[src/rtl/serial_adder_pkg.sv]
// Shared types and constants for the bit-serial adder/subtractor.
// Holds the controller state enum and the add/sub mode encodings.
package serial_adder_pkg;

    typedef enum logic [1:0] {
        IDLE = 2'd0,
        RUN  = 2'd1,
        DONE = 2'd2
    } state_e;

    localparam logic MODE_ADD = 1'b0;
    localparam logic MODE_SUB = 1'b1;

endpackage

[src/rtl/serial_adder_full_adder_cell.sv]
// One-bit combinational full adder used as the single arithmetic cell.
// Ports: a, b, cin (inputs); s (sum), cout (carry out).
module full_adder_cell (
    input  logic a,
    input  logic b,
    input  logic cin,
    output logic s,
    output logic cout
);

    assign s    = a ^ b ^ cin;
    assign cout = (a & b) | (cin & (a ^ b));

endmodule

[src/rtl/serial_adder.sv]
// Bit-serial adder/subtractor: resolves one bit per clock through one
// full-adder cell with a registered carry, then pulses done.
// Ports: clk, reset (async, active-high); start, sub, cin, a, b (request);
//        busy, done, sum, cout, ovf (registered results and status).
module serial_adder
    import serial_adder_pkg::*;
#(
    parameter int WIDTH = 8
) (
    input  logic             clk,
    input  logic             reset,
    input  logic             start,
    input  logic             sub,
    input  logic             cin,
    input  logic [WIDTH-1:0] a,
    input  logic [WIDTH-1:0] b,
    output logic             busy,
    output logic             done,
    output logic [WIDTH-1:0] sum,
    output logic             cout,
    output logic             ovf
);

    localparam int CW = (WIDTH > 1) ? $clog2(WIDTH) : 1;
    localparam logic [CW-1:0] LAST = CW'(WIDTH - 1);

    state_e           state_q, state_d;
    logic [WIDTH-1:0] a_q, a_d;
    logic [WIDTH-1:0] b_q, b_d;
    logic [WIDTH-1:0] sum_q, sum_d;
    logic [CW-1:0]    cnt_q, cnt_d;
    logic             carry_q, carry_d;
    logic             cout_q, cout_d;
    logic             ovf_q, ovf_d;

    logic             fa_s;
    logic             fa_co;
    logic [WIDTH-1:0] sum_shift;

    // Operand registers shift right, so bit 0 is always the live bit.
    full_adder_cell u_fa (
        .a    (a_q[0]),
        .b    (b_q[0]),
        .cin  (carry_q),
        .s    (fa_s),
        .cout (fa_co)
    );

    // New sum bit enters at the MSB; after WIDTH shifts bit 0 is at sum[0].
    generate
        if (WIDTH == 1) begin : g_w1
            assign sum_shift = fa_s;
        end else begin : g_wn
            assign sum_shift = {fa_s, sum_q[WIDTH-1:1]};
        end
    endgenerate

    always_comb begin
        state_d = state_q;
        a_d     = a_q;
        b_d     = b_q;
        sum_d   = sum_q;
        cnt_d   = cnt_q;
        carry_d = carry_q;
        cout_d  = cout_q;
        ovf_d   = ovf_q;
        unique case (state_q)
            IDLE: begin
                if (start) begin
                    state_d = RUN;
                    a_d     = a;
                    b_d     = (sub == MODE_SUB) ? ~b : b;
                    carry_d = (sub == MODE_SUB) ? 1'b1 : cin;
                    cnt_d   = '0;
                    sum_d   = '0;
                    cout_d  = 1'b0;
                    ovf_d   = 1'b0;
                end
            end
            RUN: begin
                sum_d   = sum_shift;
                a_d     = a_q >> 1;
                b_d     = b_q >> 1;
                carry_d = fa_co;
                cnt_d   = cnt_q + 1'b1;
                if (cnt_q == LAST) begin
                    state_d = DONE;
                    cout_d  = fa_co;
                    // carry_q here is the carry into the MSB
                    ovf_d   = carry_q ^ fa_co;
                end
            end
            DONE: begin
                state_d = IDLE;
            end
            default: begin
                state_d = IDLE;
            end
        endcase
    end

    always_ff @(posedge clk or posedge reset) begin
        if (reset) begin
            state_q <= IDLE;
            a_q     <= '0;
            b_q     <= '0;
            sum_q   <= '0;
            cnt_q   <= '0;
            carry_q <= 1'b0;
            cout_q  <= 1'b0;
            ovf_q   <= 1'b0;
        end else begin
            state_q <= state_d;
            a_q     <= a_d;
            b_q     <= b_d;
            sum_q   <= sum_d;
            cnt_q   <= cnt_d;
            carry_q <= carry_d;
            cout_q  <= cout_d;
            ovf_q   <= ovf_d;
        end
    end

    assign busy = (state_q != IDLE);
    assign done = (state_q == DONE);
    assign sum  = sum_q;
    assign cout = cout_q;
    assign ovf  = ovf_q;

endmodule

[config.mk]
export PLATFORM = sky130hd
export DESIGN_NAME = serial_adder
export DESIGN_NICKNAME = d
export VERILOG_FILES = /design/src/rtl/serial_adder_pkg.sv /design/src/rtl/serial_adder_full_adder_cell.sv /design/src/rtl/serial_adder.sv
export SDC_FILE = /design/constraint.sdc
export NUM_CORES = 1
export LEC_CHECK = 0
export ABC_AREA = 1
export BUFFER_PORTS_ARGS = -buffer_cell sky130_fd_sc_hd__buf_2
export CAP_MARGIN = 20
export CORE_UTILIZATION = 49
export DETAILED_ROUTE_END_ITERATION = 7
export GPL_TIMING_DRIVEN = 0
export PLACE_DENSITY = 0.79
export SLEW_MARGIN = 30
export SYNTH_ARGS = -nofsm -noshare
export SYNTH_HDL_FRONTEND = slang
export SYNTH_SLANG_ARGS = --single-unit
[constraint.sdc]
create_clock -name clk -period 1.27 [get_ports clk]
set_clock_uncertainty 0.15 [all_clocks]
set_input_delay 0 -clock clk [delete_from_list [all_inputs] [get_ports clk]]
set_output_delay 0 -clock clk [all_outputs]
set_load 0.05 [all_outputs]
Yosys cells after proc, flatten, opt, wreduce, memory -nomap -nowiden
Cells that the tools add are included.
- reductions and logical operators: 6
- bitwise operators: 7
- $add $sub $neg: 1
- eq/ne operators: 5
- muxes and demuxes: 20
- operators with widths (operator ; number):
    one-hot mux 8 bit (2 select lines) ; 3
    two-way mux 8 bit ; 4
    inverter 8 bit ; 1
    one-hot mux 1 bit (2 select lines) ; 3
    one-hot mux 3 bit (2 select lines) ; 1
    two-way mux 1 bit ; 5
    two-way mux 2 bit ; 2
    != test 2 bit, second input constant ; 2
    one-hot mux 2 bit (2 select lines) ; 1
    AND reduction 2 bit ; 2
    nonzero test 2 bit ; 2
    adder 3 x 1 -> 3 bit, second input constant ; 1
    == test 3 bit, second input constant ; 1
    two-way mux 3 bit ; 1
    AND reduction 3 bit ; 1
    bitwise XOR 1 bit ; 3
    AND 1 bit ; 2
    == test 2 x 1 -> 1 bit, second input constant ; 1
    == test 2 bit, second input constant ; 1
    zero test 2 bit ; 1
    OR 1 bit ; 1
- register bits after elaboration: 32
- output and inout bits: 12
- logic and storage cells: 47
- input bits: 21

Longest topological paths before layout
Gate-level depths: netlist of run 1.
- word-level depth: 6
- mapped depth: 8
- depth with buffers taken out: 7

By module
Synthesis of run 1 repeated with hierarchy kept, for this count alone.
- cell total of the unflattened synthesis: 218
- area total of the unflattened synthesis: 1670.4 µm²
- modules (own cells, without submodules) (module ; area each (µm²) ; instances ; sequential area each (µm²) ; cells an instance):
    serial_adder ; 1650.3 ; 1 ; 800.8 ; 217
    full_adder_cell ; 20.0 ; 1 ; 0.0 ; 1

Worst setup path before layout of run 1
No wires, ideal clock.
- path type: register to register
- start: reg carry_q
- end: reg ovf_q (netlist: ovf)
- setup slack: -0.118 ns
- data required time: 1.002 ns
- stages on the path, launching flop included: 8
- setup time: 0.118 ns
- clock period less this slack: 1.388 ns
- buffers on the path: 0
- arrival: 1.120 ns
- path through: dfrtp_1 > fa_1 > inv_1 > nand2_1 > nand2_1 > nor2_1 > nand2_1 > nand2_1
- cells in the longest elaborated chain, start to end: 5
- RTL lines (what ; RTL line ; source):
    from (decl) ; serial_adder.sv:32 ; logic carry_q, carry_d;
    from (signal assigned) ; serial_adder.sv:118 ; carry_q <= carry_d;
    AND 1 bit ; serial_adder_full_adder_cell.sv:12 ; assign cout = (a & b) | (cin & (a ^ b));
    OR 1 bit ; serial_adder_full_adder_cell.sv:12 ;
    bitwise XOR 1 bit (*) ; serial_adder.sv:90 ; ovf_d = carry_q ^ fa_co;
    two-way mux 1 bit (*) ; serial_adder.sv:86 ; if (cnt_q == LAST) begin
    one-hot mux 1 bit (2 select lines) (*) ; serial_adder.sv:67 ; unique case (state_q)
    to (signal assigned) ; serial_adder.sv:120 ; ovf_q <= ovf_d;
    to (decl) ; serial_adder.sv:34 ; logic ovf_q, ovf_d;
Mark *: on every way between the ends. The rest lies on a longest branch, timed or not. The select of a mux whose other input is x is not followed.
A chain may end at the register's enable or synchronous reset.

Worst setup path after layout of run 1
- start: reg state_q[0]
- end: reg b_q[4]
- cells in the longest elaborated chain, start to end: 3
- elaborated cells between the ends (all ways): 6
- those cells by class: eq/ne: 2; mux: 1; reduce/logical: 3
- RTL lines (what ; RTL line ; source):
    from (decl) ; serial_adder.sv:27 ; state_e state_q, state_d;
    from (signal assigned) ; serial_adder.sv:113 ; state_q <= state_d;
    == test 2 x 1 -> 1 bit / zero test 2 bit (equally long branches) ; serial_adder.sv:67 ;
    nonzero test 2 bit (no line) / != test 2 bit (equally long branches) ; - ;
    AND reduction 2 bit (no line) ; - ;
    to (signal assigned) ; serial_adder.sv:106 ; b_q <= '0;
    to (signal assigned) ; serial_adder.sv:115 ; b_q <= b_d;
    to (decl) ; serial_adder.sv:29 ; logic [WIDTH-1:0] b_q, b_d;
Several ways; a longest one is shown, not always the timed one.

==> results of run 1 <==
cell usage in the layout (no fill, tap or decap), types with 2 or more instances in the layout:
cell type	instances
inv_1	18
o22ai_1	2
nand2_4	3
nand2_1	85
o21ai_2	2
buf_8	3
buf_4	12
clkbuf_1	2
clkbuf_4	5
o22ai_2	4
o21ai_1	2
nand3_1	14
buf_6	12
nor2_1	8
nor2_4	3
dlygate4sd3_1	20
buf_2	30
nand2_2	16
inv_2	3
dfrtp_1	31
what timing repair did:
action	CTS	global route
pin swaps	7	12
endpoints found under the hold margin	51	4
resized for setup	22	40
buffers inserted	6	8
endpoints found under the setup margin	27	32
cloned	2	3
hold buffers	19	1
worst reg2reg max path: stages (launching register included):
cell	delay, ns
dfrtp_1	0.40
buf_8	0.16
o21ai_4	0.29
buf_4	0.17
nor2_1	0.03
nand2_1	0.05
nand2_1	0.04
final timing paths:
kind                                        startpoint                      to
max in group asynchronous                        reset  state_q[1]$_DFFE_PP0P_
worst max-delay path            state_q[0]$_DFFE_PP0P_      b_q[4]$_DFFE_PP0P_
min in group clk                                  a[7]      a_q[7]$_DFFE_PP0P_
worst max register to register  state_q[0]$_DFFE_PP0P_      b_q[4]$_DFFE_PP0P_
worst min-delay path                             reset    cnt_q[2]$_DFFE_PP0P_
worst min register to register      b_q[6]$_DFFE_PP0P_      b_q[6]$_DFFE_PP0P_
per-layer routing:
layer	part of all wire	vias up	routed length [um]	global-route usage
li1	-	812	-	-
met1	0.43	773	1900	0.277
met2	0.51	46	2250	0.443
met3	0.034	10	151	0.0640
met4	0.018	0	81	0.0487
met5	0	-	0	0
flip-flops by register name (all words and copies together), names as in the netlist:
register / flops
ovf: 1
b_q: 8
a_q: 8
state_q: 2
cout: 1
carry_q: 1
cnt_q: 3
sum: 8
area by class of cell:
cell class	count	area, sq um
tap	44	55.1
buffer	8	91.3
fill	215	658
multi-input combinational	150	832
clock buffer	8	58.8
inverter	23	98.8
timing repair buffer	70	557
sequential	32	802
power by group through the flow:
stage	clock (mW)	combinational [mW]	sequential [mW]
after floorplan	0	1.65	2.20
after global placement	0	2.64	1.72
after detailed placement	0	2.72	1.74
after CTS	0.617	3.20	1.73
after global routing	0.658	4.06	1.82
final	0.613	3.74	1.77
cell families (layout without fill, tap and decap cells):
family / after synthesis / in the layout / share of synthesized area
xor gates and xnor gates: 1 / 1 / 0.00523
DFF: 32 / 32 / 0.478
and+or+nand+nor: 133 / 133 / 0.335
AOI/OAI and AO/OA: 13 / 13 / 0.0523
buffers and inverters: 31 / 109 / 0.103
adders and majority gates: 3 / 3 / 0.0269
metrics by stage:
step	power (mW)	hold WS (ns)	instance area [sq um]
after global routing	6.54	0.226	2490
after global placement	4.35	0.0831	1900
after CTS	5.54	-0.156	2290
final	6.12	0.168	2490
after floorplan	3.85	-0.0338	1690
after detailed placement	4.46	-0.0172	1900
==> metrics.csv, run 1 <==
stage,metric,value,unit
detailed_routing,via density per instance,4.90,
worst_setup_path,"CP delay by family, top",flip-flops,
timing,Slew @ Worst Pin,0.691,ns
clock_tree,CTS Buffer Depth,2,
clock_tree,CTS buffer count,5,
timing,period utilization,1.09,
worst_setup_path,Critical Path RT,1.36,ns
worst_setup_path,FF-to-FF setup slack,-0.12,ns
floorplanning,Initial Utilization,0.531,
worst_setup_path,slowest CP cell,dfrtp_1,
worst_setup_path,Worst path most repeated cell,nand2_1,
synth,Synth area leaders,"dfrtp_1, nand2_1, nand3_1",
detailed_routing,DRC,0,
floorplanning,DIE AREA,3660,sq um
pwr,combinational power share,0.611,
worst_setup_path,R2R cell count,6,
global_route,grt ovf,0,
cells_and_area,Final Instance Count excl. Fillers,335,
global_route,initial antenna violation count,0,
clock_tree,CTS tree,done,
detailed_routing,remaining antenna violation count,0,
timing,setup TNS,-1.99,ns
detailed_routing,drt first pass iters,4,
timing,fin. max-slew vios,0,
pwr,Flop pwr share,0.289,
clock_tree,clock sink count,32,
timing,relative slew slack,0.539,
cells_and_area,Layout area overhead,48.9,%
cells_and_area,ANT cells,0,
outcome,outcome,"complete, but fails checks",
run,Max Cap Violations,0,
floorplanning,Core ar.,3150,sq um
pwr,Sw Ratio,0.462,
pwr,power density cells,2450,nW/um^2
synth,most numerous cell in the Yosys netlist,nand2_1,
timing,unrepaired setup endpoints after global routing,yes,
synth,Synth top area share,0.478,
synth,Netlist cell types,21,
synth,YS warnings,0,
synth,Seq cells post-synth,32,
pwr,Net Sw Power,2.83,mW
detailed_routing,via count,1641,
synth,Post-Syn Area,1680,sq um
pwr,Pleak,1.35,nW
global_route,first-pass GRT wire length,6350,um
synth,largest area contributor in the netlist,dfrtp_1,
detailed_routing,initial drt markers,78,
pwr,Internal Power,3.29,mW
synth,Syn Nets,237,
place,Port Buffers,31,
synth,most frequent cells after synthesis,"nand2_1, dfrtp_1, inv_1, nand3_1, nor2_1",
worst_setup_path,CP Buf/Inv Count,2,
synth,Post-synth EDFFs,0,
timing,final hold vios,0,
clock_tree,root buf cell,clkbuf_4,
detailed_routing,Avg WL per Cell,13.1,um
synth,syn_area_per_cell,7.87,sq um
timing,final worst setup slack,-0.118,ns
detailed_routing,Detailed Route WL,4380,um
floorplanning,io pins,33,
timing,Setup Viol. Count Final,26,
worst_setup_path,Critical Path Source Type,register,
worst_setup_path,"Arr. time, crit path",1.48,ns
worst_setup_path,Crit. path cell count,6,
global_route,GRT Resource Usage Total,0.239,
worst_setup_path,CP Capture Type,register,
synth,Synth Flop Type,dfrtp_1,
min_path,HP Class,in -> async,
place,GP Congestion,0.777,
global_route,vias in the first global route,1524,
timing,Max Clock Freq,721,MHz
pwr,Clk pwr share,0.100,
global_route,largest net degree at the start of global routing,33,
place,placed cells,288,
cells_and_area,layout cells sized above 1,0.364,
floorplanning,die width,60.5,um
clock_tree,insertion delay to the later sink of the worst-skew pair,0.34,ns
worst_setup_path,CP cell instances,"buf_8, o21ai_4, buf_4, nor2_1, nand2_1, nand2_1",
floorplanning,Die H,60.5,um
clock_tree,H-tree levels,2,
clock_tree,clock-pin slew on the worst setup and hold paths,0.10,ns
synth,ys async rst share,1.00,
pwr,Peak VDD IR,1.01,mV
place,pre-CTS setup slack,-0.144,ns
synth,post-synthesis sequential area ratio,0.478,
worst_setup_path,CP Max Fanout,7,
timing,Period minus WS final,1.39,ns
floorplanning,FP Rows,20,
cells_and_area,final net count,314,
worst_setup_path,critical path class,reg -> reg,
worst_setup_path,crit-path max cell delay,0.40,ns
place,HPWL Detailed,2430,um
synth,post-synthesis cell count,213,
cells_and_area,"Core Util, Final",0.791,
outcome,failing checks,setup timing,
No activity file was read; power rests on OpenSTA's default activity.
==> inputs of run 2 (changes only) <==
- CAP_MARGIN: 20 -> not set
- SKIP_CTS_REPAIR_TIMING: not set -> 1
==> metrics.csv, run 2 (synthesized netlist as in run 1, its figures left out) <==
stage,metric,value,unit
cells_and_area,"Core Util, Final",0.781,
cells_and_area,layout cells sized above 1,0.357,
pwr,Pleak,1.33,nW
min_path,HP Class,in -> async,
cells_and_area,final net count,314,
place,HPWL Detailed,2430,um
worst_setup_path,"Arr. time, crit path",1.46,ns
worst_setup_path,R2R cell count,7,
outcome,failing checks,setup timing,
timing,fin. max-slew vios,0,
worst_setup_path,crit-path max cell delay,0.43,ns
worst_setup_path,RR Endpoint,ovf$_DFFE_PP0P_,
place,GP Congestion,0.777,
global_route,initial antenna violation count,0,
cells_and_area,Layout area overhead,46.9,%
cells_and_area,Final Instance Count excl. Fillers,335,
pwr,total chip power,5.97,mW
cells_and_area,final instance area,2460,sq um
detailed_routing,initial drt markers,82,
detailed_routing,DRC,0,
timing,period utilization,1.09,
cells_and_area,flip-flop and latch area,803,sq um
detailed_routing,remaining antenna violation count,0,
cells_and_area,ANT cells,0,
worst_setup_path,CP Capture Type,register,
pwr,power density cells,2420,nW/um^2
worst_setup_path,CP startpoint,a_q[0]$_DFFE_PP0P_,
detailed_routing,via density per instance,4.76,
worst_setup_path,critical path class,reg -> reg,
global_route,largest net degree at the start of global routing,33,
floorplanning,Initial Utilization,0.531,
clock_tree,clock-pin slew on the worst setup and hold paths,0.10,ns
worst_setup_path,Reg-to-Reg Start,a_q[0]$_DFFE_PP0P_,
outcome,outcome,"complete, but fails checks",
pwr,Peak VDD IR,0.957,mV
timing,Max Clock Freq,725,MHz
timing,Setup Viol. Count Final,31,
clock_tree,CTS Buffer Depth,2,
cells_and_area,"commonest non-fill, non-tap cell in the layout",nand2_1,
clock_tree,H-tree levels,2,
global_route,first-pass GRT wire length,5730,um
worst_setup_path,worst setup path endpoint,ovf$_DFFE_PP0P_,
floorplanning,Die H,60.5,um
cells_and_area,Multi-input gate area,803,sq um
floorplanning,Core ar.,3150,sq um
place,placed cells,288,
cells_and_area,fillers,220,
worst_setup_path,FF-to-FF setup slack,-0.11,ns
global_route,grt ovf,0,
clock_tree,CTS buffer count,5,
clock_tree,CTS tree,done,
floorplanning,DIE AREA,3660,sq um
floorplanning,io pins,33,
global_route,vias in the first global route,1362,
worst_setup_path,Critical Path Source Type,register,
detailed_routing,drt first pass iters,4,
worst_setup_path,Critical Path RT,1.35,ns
worst_setup_path,Worst path most repeated cell,nand2_1,
place,DP Area,1900,sq um
timing,unrepaired setup endpoints after global routing,yes,
timing,final worst setup slack,-0.109,ns
worst_setup_path,slowest CP cell,fa_2,
cells_and_area,most frequent cells in the layout,"nand2_1, buf_2, dfrtp_1",
detailed_routing,Avg WL per Cell,12.4,um
detailed_routing,via count,1596,
floorplanning,die width,60.5,um
timing,Period minus WS final,1.38,ns
timing,Slew @ Worst Pin,0.653,ns
global_route,GRT Resource Usage Total,0.217,
detailed_routing,Detailed Route WL,4150,um
timing,final hold vios,0,
worst_setup_path,CP Max Fanout,3,
run,Max Cap Violations,0,
worst_setup_path,CP cell instances,"fa_2, inv_2, nand2_1, nand2_1, nor2_1, nand2_1, nand2_1",
place,Port Buffers,31,
clock_tree,clock sink count,32,
floorplanning,FP Rows,20,
clock_tree,insertion delay to the later sink of the worst-skew pair,0.33,ns
clock_tree,root buf cell,clkbuf_4,
timing,relative slew slack,0.564,
==> run 2: worst max-delay path, delay by kind of cell, from the launching register on <==
kind                       cells  cell delay, ns
adders and majority gates      1            0.43
and+or+nand+nor                5            0.22
buffers and inverters          1            0.07
DFF                            1            0.42
==> run 2: worst min path at each step <==
stage	startpoint	end	slack, ns	cells after the start
3_5_place_dp	reset	sum[5]$_DFFE_PP0P_	-0.02	2
4_1_cts	reset	b_q[0]$_DFFE_PP0P_	-0.38	2
3_3_place_gp	a[7]	a_q[7]$_DFFE_PP0P_	0.08	3
2_1_floorplan	reset	a_q[0]$_DFFE_PP0P_	-0.03	1
6_report	reset	b_q[0]$_DFFE_PP0P_	0.16	3
5_1_grt	reset	a_q[7]$_DFFE_PP0P_	0.23	3
==> run 2: stage by stage <==
step	hold slack, ns	setup TNS [ns]	worst slack [ns]
after global placement	0.0831	-0.795	-0.117
final	0.164	-1.75	-0.109
after floorplan	-0.0338	-0.0732	-0.0613
after detailed placement	-0.0172	-1.10	-0.144
after CTS	-0.380	-1.97	-0.268
after global routing	0.230	-3.44	-0.154
==> run 2: cell type report <==
type,count,area share
repair buffers,70,0.222
multi-input cells,150,0.326
well taps,44,0.0224
inverters,23,0.0402
clock buffers,8,0.0239
plain buffers,8,0.0386
flip-flops and latches,32,0.326
==> run 2: where the power goes <==
part	switching [mW]	internal, mW	total [mW]	leakage [nW]
logic	2.10	1.50	3.60	0.890
clock network	0.329	0.273	0.602	0.0326
registers	0.292	1.47	1.76	0.406
==> run 2: metal layers <==
metal / global-route usage / vias up / share of wire
met5: 0 / - / 0
met4: 0.0812 / 0 / 0.017
met3: 0.0576 / 9 / 0.032
met2: 0.388 / 40 / 0.51
met1: 0.248 / 737 / 0.44
li1: - / 810 / -
